--- src/rtl/fetch_unit.sv ---
// Instruction-fetch stage: owns the fetch PC, keeps one request in flight to
// instruction memory and presents fetched words through a buffer plus skid slot.
module fetch_unit #(
  parameter int              XLEN     = 32,
  parameter logic [XLEN-1:0] RESET_PC = '0
) (
  input  logic            clk,
  input  logic            rst,
  input  logic [3:0]      hazard_signal,
  input  logic            redirect_valid,
  input  logic [XLEN-1:0] redirect_pc,
  output logic            imem_req_valid,
  input  logic            imem_req_ready,
  output logic [XLEN-1:0] imem_req_addr,
  input  logic            imem_resp_valid,
  input  logic [XLEN-1:0] imem_resp_data,
  output logic            if_valid,
  output logic [XLEN-1:0] if_pc,
  output logic [XLEN-1:0] if_inst
);

  // Hazard encodings shared with the pipeline registers (inst_defs.v).
  localparam logic [3:0] HZ_STALL_EARLY = 4'd1;
  localparam logic [3:0] HZ_FLUSH_EARLY = 4'd2;
  localparam logic [3:0] HZ_FLUSH_ALL   = 4'd3;
  localparam logic [3:0] HZ_STALL_MMU   = 4'd4;

  localparam logic [XLEN-1:0] NOP = XLEN'(32'h0000_0013);

  logic [XLEN-1:0] fetch_pc, fetch_pc_nxt;
  logic [XLEN-1:0] inflight_pc, inflight_pc_nxt;
  logic            outstanding, outstanding_nxt;
  logic            drop, drop_nxt;

  logic            obuf_valid, obuf_valid_nxt;
  logic [XLEN-1:0] obuf_pc, obuf_pc_nxt;
  logic [XLEN-1:0] obuf_inst, obuf_inst_nxt;
  logic            skid_valid, skid_valid_nxt;
  logic [XLEN-1:0] skid_pc, skid_pc_nxt;
  logic [XLEN-1:0] skid_inst, skid_inst_nxt;

  logic stall;
  logic flush;
  logic accept;
  logic resp_take;
  logic handshake;

  assign stall  = (hazard_signal == HZ_STALL_EARLY) | (hazard_signal == HZ_STALL_MMU);
  assign flush  = redirect_valid | (hazard_signal == HZ_FLUSH_EARLY) |
                  (hazard_signal == HZ_FLUSH_ALL);
  assign accept = obuf_valid & ~redirect_valid & ~stall;

  // Responses owed to a killed request, or arriving during a flush, are discarded.
  assign resp_take = imem_resp_valid & ~drop & ~flush;

  always_comb begin
    obuf_valid_nxt = obuf_valid;
    obuf_pc_nxt    = obuf_pc;
    obuf_inst_nxt  = obuf_inst;
    skid_valid_nxt = skid_valid;
    skid_pc_nxt    = skid_pc;
    skid_inst_nxt  = skid_inst;

    if (flush) begin
      obuf_valid_nxt = 1'b0;
      skid_valid_nxt = 1'b0;
    end else if (resp_take) begin
      if (!obuf_valid) begin
        obuf_valid_nxt = 1'b1;
        obuf_pc_nxt    = inflight_pc;
        obuf_inst_nxt  = imem_resp_data;
      end else if (accept) begin
        if (skid_valid) begin
          obuf_pc_nxt   = skid_pc;
          obuf_inst_nxt = skid_inst;
          skid_pc_nxt   = inflight_pc;
          skid_inst_nxt = imem_resp_data;
        end else begin
          obuf_pc_nxt   = inflight_pc;
          obuf_inst_nxt = imem_resp_data;
        end
      end else begin
        skid_valid_nxt = 1'b1;
        skid_pc_nxt    = inflight_pc;
        skid_inst_nxt  = imem_resp_data;
      end
    end else if (accept) begin
      if (skid_valid) begin
        obuf_pc_nxt    = skid_pc;
        obuf_inst_nxt  = skid_inst;
        skid_valid_nxt = 1'b0;
      end else begin
        obuf_valid_nxt = 1'b0;
      end
    end
  end

  // Only issue when the skid will have room for the answer, so nothing is ever lost.
  assign imem_req_valid = ~rst & ~redirect_valid & (hazard_signal != HZ_STALL_MMU) &
                          (~outstanding | imem_resp_valid) & ~skid_valid_nxt;
  assign imem_req_addr  = fetch_pc;
  assign handshake      = imem_req_valid & imem_req_ready;

  always_comb begin
    fetch_pc_nxt    = fetch_pc;
    inflight_pc_nxt = inflight_pc;
    outstanding_nxt = outstanding;
    drop_nxt        = drop;

    if (redirect_valid) begin
      fetch_pc_nxt = redirect_pc & ~XLEN'(3);
    end else if (handshake) begin
      fetch_pc_nxt = fetch_pc + XLEN'(4);
    end

    if (handshake) begin
      inflight_pc_nxt = fetch_pc;
    end

    if (imem_resp_valid) begin
      outstanding_nxt = 1'b0;
      drop_nxt        = 1'b0;
    end
    if (handshake) begin
      outstanding_nxt = 1'b1;
    end
    if (flush && outstanding && !imem_resp_valid) begin
      drop_nxt = 1'b1;
    end
  end

  always_ff @(posedge clk) begin
    if (rst) begin
      fetch_pc    <= RESET_PC;
      inflight_pc <= '0;
      outstanding <= 1'b0;
      drop        <= 1'b0;
      obuf_valid  <= 1'b0;
      obuf_pc     <= '0;
      obuf_inst   <= NOP;
      skid_valid  <= 1'b0;
      skid_pc     <= '0;
      skid_inst   <= NOP;
    end else begin
      fetch_pc    <= fetch_pc_nxt;
      inflight_pc <= inflight_pc_nxt;
      outstanding <= outstanding_nxt;
      drop        <= drop_nxt;
      obuf_valid  <= obuf_valid_nxt;
      obuf_pc     <= obuf_pc_nxt;
      obuf_inst   <= obuf_inst_nxt;
      skid_valid  <= skid_valid_nxt;
      skid_pc     <= skid_pc_nxt;
      skid_inst   <= skid_inst_nxt;
    end
  end

  assign if_valid = obuf_valid;
  assign if_pc    = obuf_pc;
  assign if_inst  = obuf_inst;

endmodule

--- config.mk ---
export PLATFORM = sky130hd
export DESIGN_NAME = fetch_unit
export DESIGN_NICKNAME = d
export VERILOG_FILES = /design/src/rtl/fetch_unit.sv
export SDC_FILE = /design/constraint.sdc
export NUM_CORES = 1
export LEC_CHECK = 0
export ABC_AREA = 1
export ABC_CLOCK_PERIOD_IN_PS = 2000
export CORE_MARGIN = 4
export CORE_UTILIZATION = 52
export DETAILED_ROUTE_END_ITERATION = 7
export PLACE_DENSITY = 0.8
export SYNTH_ARGS = -nofsm -noshare
export SYNTH_HDL_FRONTEND = slang
export SYNTH_SLANG_ARGS = --single-unit
--- constraint.sdc ---
create_clock -name clk -period 2 [get_ports clk]
set_input_delay 0.2 -clock clk [delete_from_list [all_inputs] [get_ports clk]]
set_output_delay 0.2 -clock clk [all_outputs]
set_load 0.005 [all_outputs]
==> results of run 1 <==
-- repair_timing --
action,in CTS,in global routing
endpoints found under the setup margin,1,4
hold buffers,0,0
pin swaps,3,0
resized for setup,5,5
setup buffers,1,0
-- Yosys cell counts, drive strengths merged --
cell | n | area, sq um
nor3 | 1 | 5.00
xnor2 | 3 | 26.3
dfxtp | 188 | 3760
a21boi | 1 | 7.51
clkbuf | 46 | 173
o211ai | 7 | 52.6
o21bai | 2 | 15.0
buf | 42 | 231
conb | 1 | 3.75
nand2 | 522 | 1960
o21ai | 69 | 345
o31ai | 1 | 7.51
ha | 1 | 12.5
nor2 | 173 | 649
a21oi | 122 | 614
inv | 31 | 116
nand3b | 8 | 60.1
nand3 | 81 | 410
and2 | 1 | 6.26
or2 | 3 | 18.8
xor2 | 8 | 70.1
-- final cells by class --
cell class | count | area, sq um | share of cell area (%)
multi-input combinational | 1007 | 4310 | 38.2
sequential | 188 | 3770 | 33.4
tap | 216 | 270 | 2.40
clock inverter | 14 | 170 | 1.51
timing repair buffer | 220 | 2210 | 19.6
clock buffer | 18 | 439 | 3.89
inverter | 31 | 116 | 1.03
-- power by group --
group,switching (uW),internal (uW),total (uW)
clock,1480,2000,3480
sequential,100,3870,3970
combinational,522,535,1060
-- through the flow --
step / instance area [sq um] / TNS (ns) / hold slack, ns / util (%)
after floorplan: 8560 / 0 / 0.277 / -
after global placement: 10600 / -17.79 / 0.450 / 66.5
after detailed placement: 10600 / -20.67 / 0.454 / 66.5
after CTS: 11300 / 0 / 0.337 / 70.4
after global routing: 11300 / 0 / 0.369 / 70.5
final: 11300 / 0 / 0.350 / 70.5
-- cell usage in the layout (no fill, tap or decap), drive strengths merged --
| cell type | count |
|---|---|
| a21boi | 1 |
| clkdlybuf4s50 | 161 |
| nand3 | 81 |
| bufinv | 3 |
| nand2 | 522 |
| nor3 | 1 |
| a21oi | 122 |
| buf | 57 |
| ha | 1 |
| clkinv | 6 |
| xnor2 | 3 |
| nor2 | 173 |
| or2 | 3 |
| dfxtp | 188 |
| clkinvlp | 4 |
| and2 | 1 |
| conb | 4 |
| o31ai | 1 |
| o21bai | 2 |
| nand3b | 8 |
| dlygate4sd2 | 2 |
| xor2 | 8 |
| clkbuf | 18 |
| o21ai | 69 |
| o211ai | 7 |
| inv | 32 |
-- per-layer routing --
layer  up-vias  track usage [%]  share of wire (%)
met5         -                0                  0
met4         0             7.67                1.6
met3        30             5.03                8.0
met2       350             39.6                 45
met1      3996             36.2                 46
li1       4473                -                  -
-- critical path: stages, from the launching register on --
cell and delay [ns]:
sky130_fd_sc_hd__dfxtp_1 0.43, sky130_fd_sc_hd__ha_1 0.21, sky130_fd_sc_hd__nand3_1 0.10, sky130_fd_sc_hd__nor2_1 0.23, sky130_fd_sc_hd__nand3_1 0.22, sky130_fd_sc_hd__xor2_1 0.20, sky130_fd_sc_hd__o21ai_0 0.21, sky130_fd_sc_hd__nand2_1 0.09
sky130_fd_sc_hd__a21oi_1 0.15
-- state kept, by name, summed over array words and instances (netlist names) --
signal         count
if_inst           32
skid_inst         32
if_pc             30
imem_req_addr     30
inflight_pc       30
skid_pc           30
drop               1
if_valid           1
outstanding        1
skid_valid         1
-- path summary, 6_finish.rpt --
kind | startpoint | to | slack, ns
max | imem_req_addr[2] | imem_req_addr[16] | 0.08
min | imem_resp_valid | drop | 0.35
max reg2reg | imem_req_addr[2] | imem_req_addr[16] | 0.08
min reg2reg | skid_pc[2] | skid_pc[2] | 0.46
-- kinds of logic (layout without fill, tap and decap cells) --
group / after synthesis / count (layout)
xor gates and xnor gates: 11 / 11
other: 1 / 4
AOI/OAI and AO/OA: 202 / 202
buffers and inverters: 119 / 283
DFF: 188 / 188
adders and majority gates: 1 / 1
and+or+nand+nor: 789 / 789
==> report_table.html, run 1 <==
<table>
<tr><th>Metric</th><th>Value</th></tr>
<tr><th colspan="2">Clock network</th></tr>
<tr><td>Number of H-tree levels</td><td>4</td></tr>
<tr><td>Clock tree from TritonCTS</td><td>yes</td></tr>
<tr><td>Buffer levels on the longest clock path</td><td>2</td></tr>
<tr><td>Clock root cell</td><td>sky130_fd_sc_hd__clkbuf_16</td></tr>
<tr><td>TritonCTS buffer count</td><td>17</td></tr>
<tr><td>Clock net sink count</td><td>188</td></tr>
<tr><td>Clk_lat worst skew</td><td>0.44 ns</td></tr>
<tr><td>Clock-pin slew reported for the worst setup and hold paths after clock tree synthesis</td><td>0.07 ns</td></tr>
<tr><th colspan="2">Final layout</th></tr>
<tr><td>Antenna diode count</td><td>0</td></tr>
<tr><td>Count of placed standard cells in the final layout, fillers left out</td><td>1,694</td></tr>
<tr><td>Total number of nets in the final design</td><td>1,539</td></tr>
<tr><td>Filler Cells Inserted</td><td>1,387</td></tr>
<tr><td>Post-synthesis to final-layout area growth</td><td>31.9%</td></tr>
<tr><td>Layout cells sized above 1</td><td>7.58%</td></tr>
<tr><th colspan="2">Yosys</th></tr>
<tr><td>Post-synthesis instance area</td><td>8550 sq um</td></tr>
<tr><td>Number of warnings issued by yosys</td><td>0</td></tr>
<tr><td>Avg Cell Area, Syn</td><td>6.52 sq um</td></tr>
<tr><td>Synthesized flop and latch total</td><td>188</td></tr>
<tr><td>Sequential area share after synthesis</td><td>44.0%</td></tr>
<tr><td>Simple-gate share of the synthesized area</td><td>36.4%</td></tr>
<tr><td>Post-synthesis share of cell area spent on full adders, half adders and majority gates</td><td>0.146%</td></tr>
<tr><td>Xor/xnor share of the synthesized area</td><td>1.13%</td></tr>
<tr><td>Share of the synthesized area in compound gates (AO/OA/AOI/OAI)</td><td>12.2%</td></tr>
<tr><td>Gate Count Post-Synth</td><td>1,311</td></tr>
<tr><td>Main combinational cell family by area after synthesis</td><td>simple AND/OR/NAND/NOR gates</td></tr>
<tr><td>Multiplexer share of the synthesized area</td><td>0%</td></tr>
<tr><td>Number of library cell types mapped by synthesis</td><td>28</td></tr>
<tr><th colspan="2">GRT</th></tr>
<tr><td>Global Route Usage Sum</td><td>25.5%</td></tr>
<tr><td>First-pass GRT wire length</td><td>38,700 um</td></tr>
<tr><td>Via count of the first global-routing pass</td><td>7,945</td></tr>
<tr><td>Maximum number of pins on one net before global-route repair</td><td>71</td></tr>
<tr><td>Initial antenna violation count</td><td>0</td></tr>
<tr><td>Global route overflow</td><td>0</td></tr>
<tr><th colspan="2">Drt</th></tr>
<tr><td>Residual DRC</td><td>0</td></tr>
<tr><td>Average wire length per cell after detail routing</td><td>14.0 um</td></tr>
<tr><td>Pre-antenna DRT Iters</td><td>6</td></tr>
<tr><td>Routed wire length</td><td>23,600 um</td></tr>
<tr><td>Vias per std cell</td><td>5.22</td></tr>
<tr><td>Total via count in the routed design</td><td>8,849</td></tr>
<tr><td>First-iteration detailed-routing DRC count</td><td>643</td></tr>
<tr><td>Number of nets with antenna violations after routing</td><td>0</td></tr>
<tr><th colspan="2">Die</th></tr>
<tr><td>Die area</td><td>18,600 sq um</td></tr>
<tr><td>Initial Util</td><td>53.4%</td></tr>
<tr><td>DIE WIDTH</td><td>136 um</td></tr>
<tr><td>DIE HEIGHT</td><td>136 um</td></tr>
<tr><td>Boundary pin count</td><td>171</td></tr>
<tr><td>Core box area</td><td>16,000 sq um</td></tr>
<tr><td>Total number of placement rows</td><td>46</td></tr>
<tr><th colspan="2">Worst setup path</th></tr>
<tr><td>Capturing element type of the critical path</td><td>register</td></tr>
<tr><td>Class of the most critical setup path</td><td>reg -&gt; reg</td></tr>
<tr><td>Critical path fanouts, max</td><td>5</td></tr>
<tr><td>Startpoint types</td><td>register</td></tr>
<tr><td>Data required time at the worst endpoint</td><td>2.36 ns</td></tr>
<tr><td>Logic depth of the worst register-to-register path</td><td>8</td></tr>
<tr><td>Worst endpoint data arrival time</td><td>2.27 ns</td></tr>
<tr><th colspan="2">Timing</th></tr>
<tr><td>Final setup fails</td><td>0</td></tr>
<tr><td>Final hold violation count</td><td>0</td></tr>
<tr><td>Unrepaired setup endpoints after global routing</td><td>false</td></tr>
<tr><td>Period utilisation layout</td><td>95.8%</td></tr>
<tr><td>Pins over their slew limit</td><td>0</td></tr>
<tr><td>Measured slew at the worst slew-check pin</td><td>0.776 ns</td></tr>
<tr><td>Headroom to the max-slew limit</td><td>48.3%</td></tr>
<tr><td>Final critical-path setup slack</td><td>0.0836 ns</td></tr>
<tr><td>Worst Clk Skew</td><td>0.00773 ns</td></tr>
<tr><td>Crit path time final</td><td>1.92 ns</td></tr>
<tr><td>Max Freq</td><td>0.522 GHz</td></tr>
<tr><th colspan="2">Place</th></tr>
<tr><td>Worst setup timing slack at the placement stage</td><td>-0.316 ns</td></tr>
<tr><td>Number of I/O port buffers</td><td>164</td></tr>
<tr><td>GPL Wtd Cong</td><td>0.934</td></tr>
<tr><td>Sum of net half-perimeters after detailed placement</td><td>15,700 um</td></tr>
<tr><td>Placed cells</td><td>1,661</td></tr>
<tr><th colspan="2">Min path</th></tr>
<tr><td>WHS Path Cells</td><td>2</td></tr>
<tr><td>Path category of the worst min-delay check</td><td>in -&gt; reg</td></tr>
<tr><th colspan="2">Power and ir drop</th></tr>
<tr><td>Maximum VDD drop</td><td>0.000770 V</td></tr>
<tr><td>Power density relative to cell area</td><td>754 nW/um^2</td></tr>
<tr><td>P_leak</td><td>0.00457 uW</td></tr>
<tr><td>Final Power</td><td>8510 uW</td></tr>
<tr><th colspan="2">Job</th></tr>
<tr><td>Number of max-capacitance violations reported</td><td>0</td></tr>
<tr><th colspan="2">Run status</th></tr>
<tr><td>Outcome</td><td>finished, final reports clean</td></tr>
</table>
Note: power is estimated with default switching activity, not from simulation.
==> run 2, diff against run 1 <==
- ABC_CLOCK_PERIOD_IN_PS: 2000 -> 2320
- CORE_UTILIZATION: 52 -> 56
- PLACE_DENSITY: 0.8 -> 0.86
- RECOVER_POWER: not set -> 50
- clock period: 2 -> 2.32 ns (I/O delays scaled with it)
==> run 2 against run 1 <==
Net effect:
- combinational power down 20%
- register-to-register slack better by 0.26 ns
- non-clock buffer count down 16
- clock power down 9.2%
- sequential cell count unchanged
- cell count down 2.9%
- highest routed layer is now met5
- via count up 0.62%
- design area down 2.0%
- largest power group unchanged
==> report_table.html, run 2 (synthesis gave the netlist of run 1 again) <==
<table>
<tr><th>Metric</th><th>Value</th></tr>
<tr><th colspan="2">Place</th></tr>
<tr><td>Placed inst area</td><td>10,400 sq um (was 10,600 sq um)</td></tr>
<tr><td>GPL Wtd Cong</td><td>0.887 (was 0.934)</td></tr>
<tr><td>Placed cells</td><td>1,613 (was 1,661)</td></tr>
<tr><td>Sum of net half-perimeters after detailed placement</td><td>15,600 um (was 15,700 um)</td></tr>
<tr><td>Worst setup timing slack at the placement stage</td><td>-0.0247 ns (was -0.316 ns)</td></tr>
<tr><td>Number of I/O port buffers</td><td>164 (unchanged)</td></tr>
<tr><th colspan="2">Drt</th></tr>
<tr><td>Routed wire length</td><td>24,000 um (was 23,600 um)</td></tr>
<tr><td>First-iteration detailed-routing DRC count</td><td>763 (was 643)</td></tr>
<tr><td>Metal1 wirelength</td><td>10,300 um (was 10,800 um)</td></tr>
<tr><td>Number of nets with antenna violations after routing</td><td>0 (unchanged)</td></tr>
<tr><td>Uppermost routed layer</td><td>met5 (was met4)</td></tr>
<tr><td>Met2 wirelength from detailed routing</td><td>11,100 um (was 10,500 um)</td></tr>
<tr><td>Pre-antenna DRT Iters</td><td>5 (was 6)</td></tr>
<tr><td>Average wire length per cell after detail routing</td><td>14.6 um (was 14.0 um)</td></tr>
<tr><td>Total via count in the routed design</td><td>8,904 (was 8,849)</td></tr>
<tr><td>Residual DRC</td><td>0 (unchanged)</td></tr>
<tr><td>Vias per std cell</td><td>5.41 (was 5.22)</td></tr>
<tr><td>Met3 routed wirelength</td><td>1920 um (was 1890 um)</td></tr>
<tr><th colspan="2">Timing</th></tr>
<tr><td>Final setup fails</td><td>0 (unchanged)</td></tr>
<tr><td>Worst hold slack</td><td>0.127 ns (was 0.350 ns)</td></tr>
<tr><td>Period utilisation layout</td><td>90.7%</td></tr>
<tr><td>Max Freq</td><td>0.475 GHz</td></tr>
<tr><td>Final hold violation count</td><td>0 (unchanged)</td></tr>
<tr><td>Final critical-path setup slack</td><td>0.215 ns (was 0.0836 ns)</td></tr>
<tr><td>Measured slew at the worst slew-check pin</td><td>1.27 ns (was 0.776 ns)</td></tr>
<tr><td>Worst Clk Skew</td><td>0.00634 ns (was 0.00773 ns)</td></tr>
<tr><td>Pins over their slew limit</td><td>0 (unchanged)</td></tr>
<tr><td>Unrepaired setup endpoints after global routing</td><td>false (unchanged)</td></tr>
<tr><td>Headroom to the max-slew limit</td><td>15.5% (was 48.3%)</td></tr>
<tr><td>Crit path time final</td><td>2.11 ns</td></tr>
<tr><th colspan="2">Worst setup path</th></tr>
<tr><td>Critical Path Source</td><td>hazard_signal[2] (was imem_req_addr[2])</td></tr>
<tr><td>Data required time at the worst endpoint</td><td>2.67 ns (was 2.36 ns)</td></tr>
<tr><td>Worst endpoint data arrival time</td><td>2.45 ns (was 2.27 ns)</td></tr>
<tr><td>Critical register-to-register path startpoint</td><td>if_valid (was imem_req_addr[2])</td></tr>
<tr><td>Startpoint types</td><td>primary input (was register)</td></tr>
<tr><td>Class of the most critical setup path</td><td>in -&gt; reg (was reg -&gt; reg)</td></tr>
<tr><td>Capturing element type of the critical path</td><td>register (unchanged)</td></tr>
<tr><td>Critical path fanouts, max</td><td>42 (was 5)</td></tr>
<tr><th colspan="2">Final layout</th></tr>
<tr><td>Post-route standard cell area excluding fillers</td><td>11,100 sq um (was 11,300 sq um)</td></tr>
<tr><td>Commonest non-fill, non-tap cells in the layout</td><td>519 x sky130_fd_sc_hd__nand2_1, 187 x sky130_fd_sc_hd__dfxtp_1, 173 x sky130_fd_sc_hd__nor2_1 (was 516 x sky130_fd_sc_hd__nand2_1, 186 x sky130_fd_sc_hd__dfxtp_1, 172 x sky130_fd_sc_hd__nor2_1)</td></tr>
<tr><td>Count of placed standard cells in the final layout, fillers left out</td><td>1,645 (was 1,694)</td></tr>
<tr><td>Commonest non-fill, non-tap cell in the layout</td><td>sky130_fd_sc_hd__nand2_1 (unchanged)</td></tr>
<tr><td>Antenna diode count</td><td>0 (unchanged)</td></tr>
<tr><td>Layout cells sized above 1</td><td>5.75% (was 7.58%)</td></tr>
<tr><td>Post-synthesis to final-layout area growth</td><td>29.3% (was 31.9%)</td></tr>
<tr><td>Total number of nets in the final design</td><td>1,523 (was 1,539)</td></tr>
<tr><th colspan="2">Clock network</th></tr>
<tr><td>Clock tree from TritonCTS</td><td>yes (unchanged)</td></tr>
<tr><td>Cts hold-fix bufs</td><td>0 (unchanged)</td></tr>
<tr><td>Clock-pin slew reported for the worst setup and hold paths after clock tree synthesis</td><td>0.07 ns (about the same)</td></tr>
<tr><td>Buffer levels on the longest clock path</td><td>2 (unchanged)</td></tr>
<tr><td>Clock root cell</td><td>sky130_fd_sc_hd__clkbuf_16 (unchanged)</td></tr>
<tr><td>Clk_lat worst skew</td><td>0.43 ns (was 0.44 ns)</td></tr>
<tr><td>Clock net sink count</td><td>188 (unchanged)</td></tr>
<tr><td>Number of H-tree levels</td><td>4 (unchanged)</td></tr>
<tr><td>TritonCTS buffer count</td><td>17 (unchanged)</td></tr>
<tr><th colspan="2">GRT</th></tr>
<tr><td>Global Route Usage Sum</td><td>26.7% (was 25.5%)</td></tr>
<tr><td>Via count of the first global-routing pass</td><td>8,152 (was 7,945)</td></tr>
<tr><td>First-pass GRT wire length</td><td>39,200 um (was 38,700 um)</td></tr>
<tr><td>Initial antenna violation count</td><td>1 (was 0)</td></tr>
<tr><td>Maximum number of pins on one net before global-route repair</td><td>67 (was 71)</td></tr>
<tr><td>Global route overflow</td><td>0 (unchanged)</td></tr>
<tr><th colspan="2">Power and ir drop</th></tr>
<tr><td>Final Power</td><td>7430 uW (was 8510 uW)</td></tr>
<tr><td>Maximum VDD drop</td><td>0.000526 V (was 0.000770 V)</td></tr>
<tr><td>Power density relative to cell area</td><td>672 nW/um^2 (was 754 nW/um^2)</td></tr>
<tr><td>P_leak</td><td>0.00472 uW (was 0.00457 uW)</td></tr>
<tr><th colspan="2">Die</th></tr>
<tr><td>Total number of placement rows</td><td>44 (was 46)</td></tr>
<tr><td>Boundary pin count</td><td>171 (unchanged)</td></tr>
<tr><td>Die area</td><td>17,300 sq um (was 18,600 sq um)</td></tr>
<tr><td>Initial Util</td><td>58.0% (was 53.4%)</td></tr>
<tr><td>DIE WIDTH</td><td>132 um (was 136 um)</td></tr>
<tr><td>DIE HEIGHT</td><td>132 um (was 136 um)</td></tr>
<tr><td>Core box area</td><td>14,800 sq um (was 16,000 sq um)</td></tr>
<tr><th colspan="2">Min path</th></tr>
<tr><td>Startpoint of the tightest hold check path</td><td>rst (was imem_resp_valid)</td></tr>
<tr><td>Path category of the worst min-delay check</td><td>in -&gt; reg (unchanged)</td></tr>
<tr><th colspan="2">Run status</th></tr>
<tr><td>Outcome</td><td>finished, final reports clean (unchanged)</td></tr>
<tr><th colspan="2">Job</th></tr>
<tr><td>Number of max-capacitance violations reported</td><td>0 (unchanged)</td></tr>
</table>
run 2: changes by cell type in the layout (fill, tap and decap cells not counted), sizes merged:
cell	delta
bufinv	+2
inv	-1
clkinv	-4
clkinvlp	-1
buf	-22
dlygate4sd3	+93
dlymetal6s2s	+1
clkdlybuf4s50	-92
dlygate4sd2	-2
clkbuf	+9
run 2: worst max-delay path: stages:
cell and delay [ns]:
sky130_fd_sc_hd__dlygate4sd3_1 0.56, sky130_fd_sc_hd__nor2_1 0.24, sky130_fd_sc_hd__nand2_1 0.12, sky130_fd_sc_hd__nand2_2 0.11
sky130_fd_sc_hd__inv_2 0.05, sky130_fd_sc_hd__nand2_2 0.06, sky130_fd_sc_hd__buf_4 0.12, sky130_fd_sc_hd__inv_1 0.06
sky130_fd_sc_hd__nand2_2 0.09, sky130_fd_sc_hd__clkbuf_4 0.45, sky130_fd_sc_hd__nand2_1 0.15, sky130_fd_sc_hd__a21oi_1 0.19
run 2: what timing repair did:
action	4_1_cts	5_1_grt
buffers inserted	0	1
pin swaps	0	2
gates cloned	0	0
resized for setup	3	2
setup endpoints to repair	1	1
run 2: path summary, 6_finish.rpt:
check	slack, ns	cells past startpoint	endpoint
setup / recovery	0.21	12	skid_pc[2]
hold / removal	0.13	2	imem_req_addr[16]
setup reg to reg	0.34	10	skid_pc[2]
hold reg to reg	0.47	2	skid_pc[29]
run 2: final cells by class:
class                           instances  area [sq um]
Sequential cell                       188          3760
Clock buffer                           21           450
Clock inverter                         10           190
Tap cell                              184           230
Multi-Input combinational cell       1007          4300
Inverter                               31           116
Timing Repair Buffer                  204          2000
Fill cell                            1184          3700
run 2: layer usage:
metal	vias up	global-route usage, %
met4	2	10.2
met3	57	5.12
li1	4435	-
met1	4012	35.4
met2	398	43.3
met5	-	0
run 2: stage by stage:
step	setup TNS, ns	util, %
finish	0	74.9
global route	0	74.9
CTS	0	75.0
detailed placement	-0.0247	70.6
global placement	0	70.6
floorplan	0	-
run 2: power breakdown:
part	switching [uW]	leakage (uW)	internal [uW]
logic	446	0.00289	400
registers	84.6	0.00153	3340
clock network	1220	0.000300	1940
==> RTL edit, RTL diff (settings of run 1) <==
The parameter `XLEN` goes from 32 to 64.
--- a/src/rtl/fetch_unit.sv
+++ b/src/rtl/fetch_unit.sv
@@ -3,3 +3,3 @@
 module fetch_unit #(
-  parameter int              XLEN     = 32,
+  parameter int              XLEN     = 64,
   parameter logic [XLEN-1:0] RESET_PC = '0
Interface: changed (5 resized); port bits go from 171 to 331. No check against the original RTL was run, so the function may have changed too.
==> RTL edit against run 1 <==
- clock power grew 120%
- area after synthesis grew 96%
- cell area grew 100%
- wire length grew 140%
- power grew 110%
- sequential power grew 110%
- worst setup slack lost 0.014 ns
- first-iteration DRC count grew to 2.9 times the old value
- sequential cell count grew 192
- critical path type unchanged
==> RTL edit: results (changes against run 1) <==
Status = complete, no violations
Area grow syn2layout = 35.01%
Floorplan die width = 187.5 um (+38%)
IO Port Bufs = 324 (+98%)
Worst-skew pair later-pin latency = 0.53 ns (+0.09 ns)
Worst R2R End = imem_req_addr[63]$_SDFFE_PP0P_
Synth top area cells = dfxtp_1 45%, nand2_1 17%, o21ai_0 9.3%, nor2_1 9.0%, a31oi_1 4.6%
Mean Syn Cell Area = 6.839 um^2 (+4.9%)
Setup Fix Bufs, Post-CTS = 0 (-1)
CTS Buffer Depth = 3 (+1)
Critical Path AT = 2.36 ns (+0.09 ns)
Mux share of post-synthesis cell area = 0.06723% (+0.067 points)
Total track usage = 29.72% (+4.2 points)
Grt met2 use = 47.82% (+8.2 points)
Clkbuf count = 58 (+40)
Post-synth top cells = 746 x nand2_1, 401 x nor2_1, 380 x dfxtp_1, 312 x o21ai_0, 123 x a31oi_1
H-tree Lvls = 2 (-2)
Fin nets = 2926 (+90%)
Post-cts gate resize count = 10 (+5)
Multi-input logic portion of the cell area = 36.44% (-1.8 points)
Number of fillers in the final layout = 2529 (+82%)
Met3 wire len = 4.935 mm (+160%)
Data buffer area share = 20.18% (+0.59 points)
Adder-cell share of the synthesized area = 0.07470% (-0.072 points)
Hold Crit Start = redirect_valid
P_int = 13.52 mW (+110%)
Worst hold stages = 5 (+3)
Via count = 17711 (+100%)
Post-Synth XOR/XNOR Area = 1.517% (+0.39 points)
FF+latch area = 7642 um^2 (+100%)
Drt total wl = 55.84 mm (+140%)
Nonclk inv count = 74 (+140%)
-- RTL edit: cell types whose count changed in the layout (fill, tap and decap cells not counted), moves of 69 or more --
| cell | run 1 | this run |
|---|---|---|
| clkdlybuf4s50_1 | 161 | 320 |
| o21ai_0 | 59 | 309 |
| nor2_1 | 172 | 385 |
| buf_4 | 44 | 113 |
| nand2_1 | 516 | 736 |
| a31oi_1 | 0 | 123 |
| dfxtp_1 | 186 | 352 |
-- RTL edit: critical path: stages, from the launching register on --
cell and delay (ns):
dfxtp_1 0.33, buf_4 0.17, nand2_1 0.12, nor2_4 0.16, nand2_1 0.15, nor2_2 0.16
nand2_1 0.17, o21ai_0 0.20, nand2_1 0.11, nand2_1 0.08, nand3_1 0.07, nand2_1 0.07
inv_1 0.05
-- RTL edit: power by group through the flow --
stage,clock (mW),sequential (mW),combinational [mW]
global route,8.04,8.18,2.31
detailed placement,0,8.30,2.08
finish,7.63,8.15,2.13
CTS,7.71,8.14,2.10
global placement,0,8.29,2.04
floorplan,0,8.26,0.875
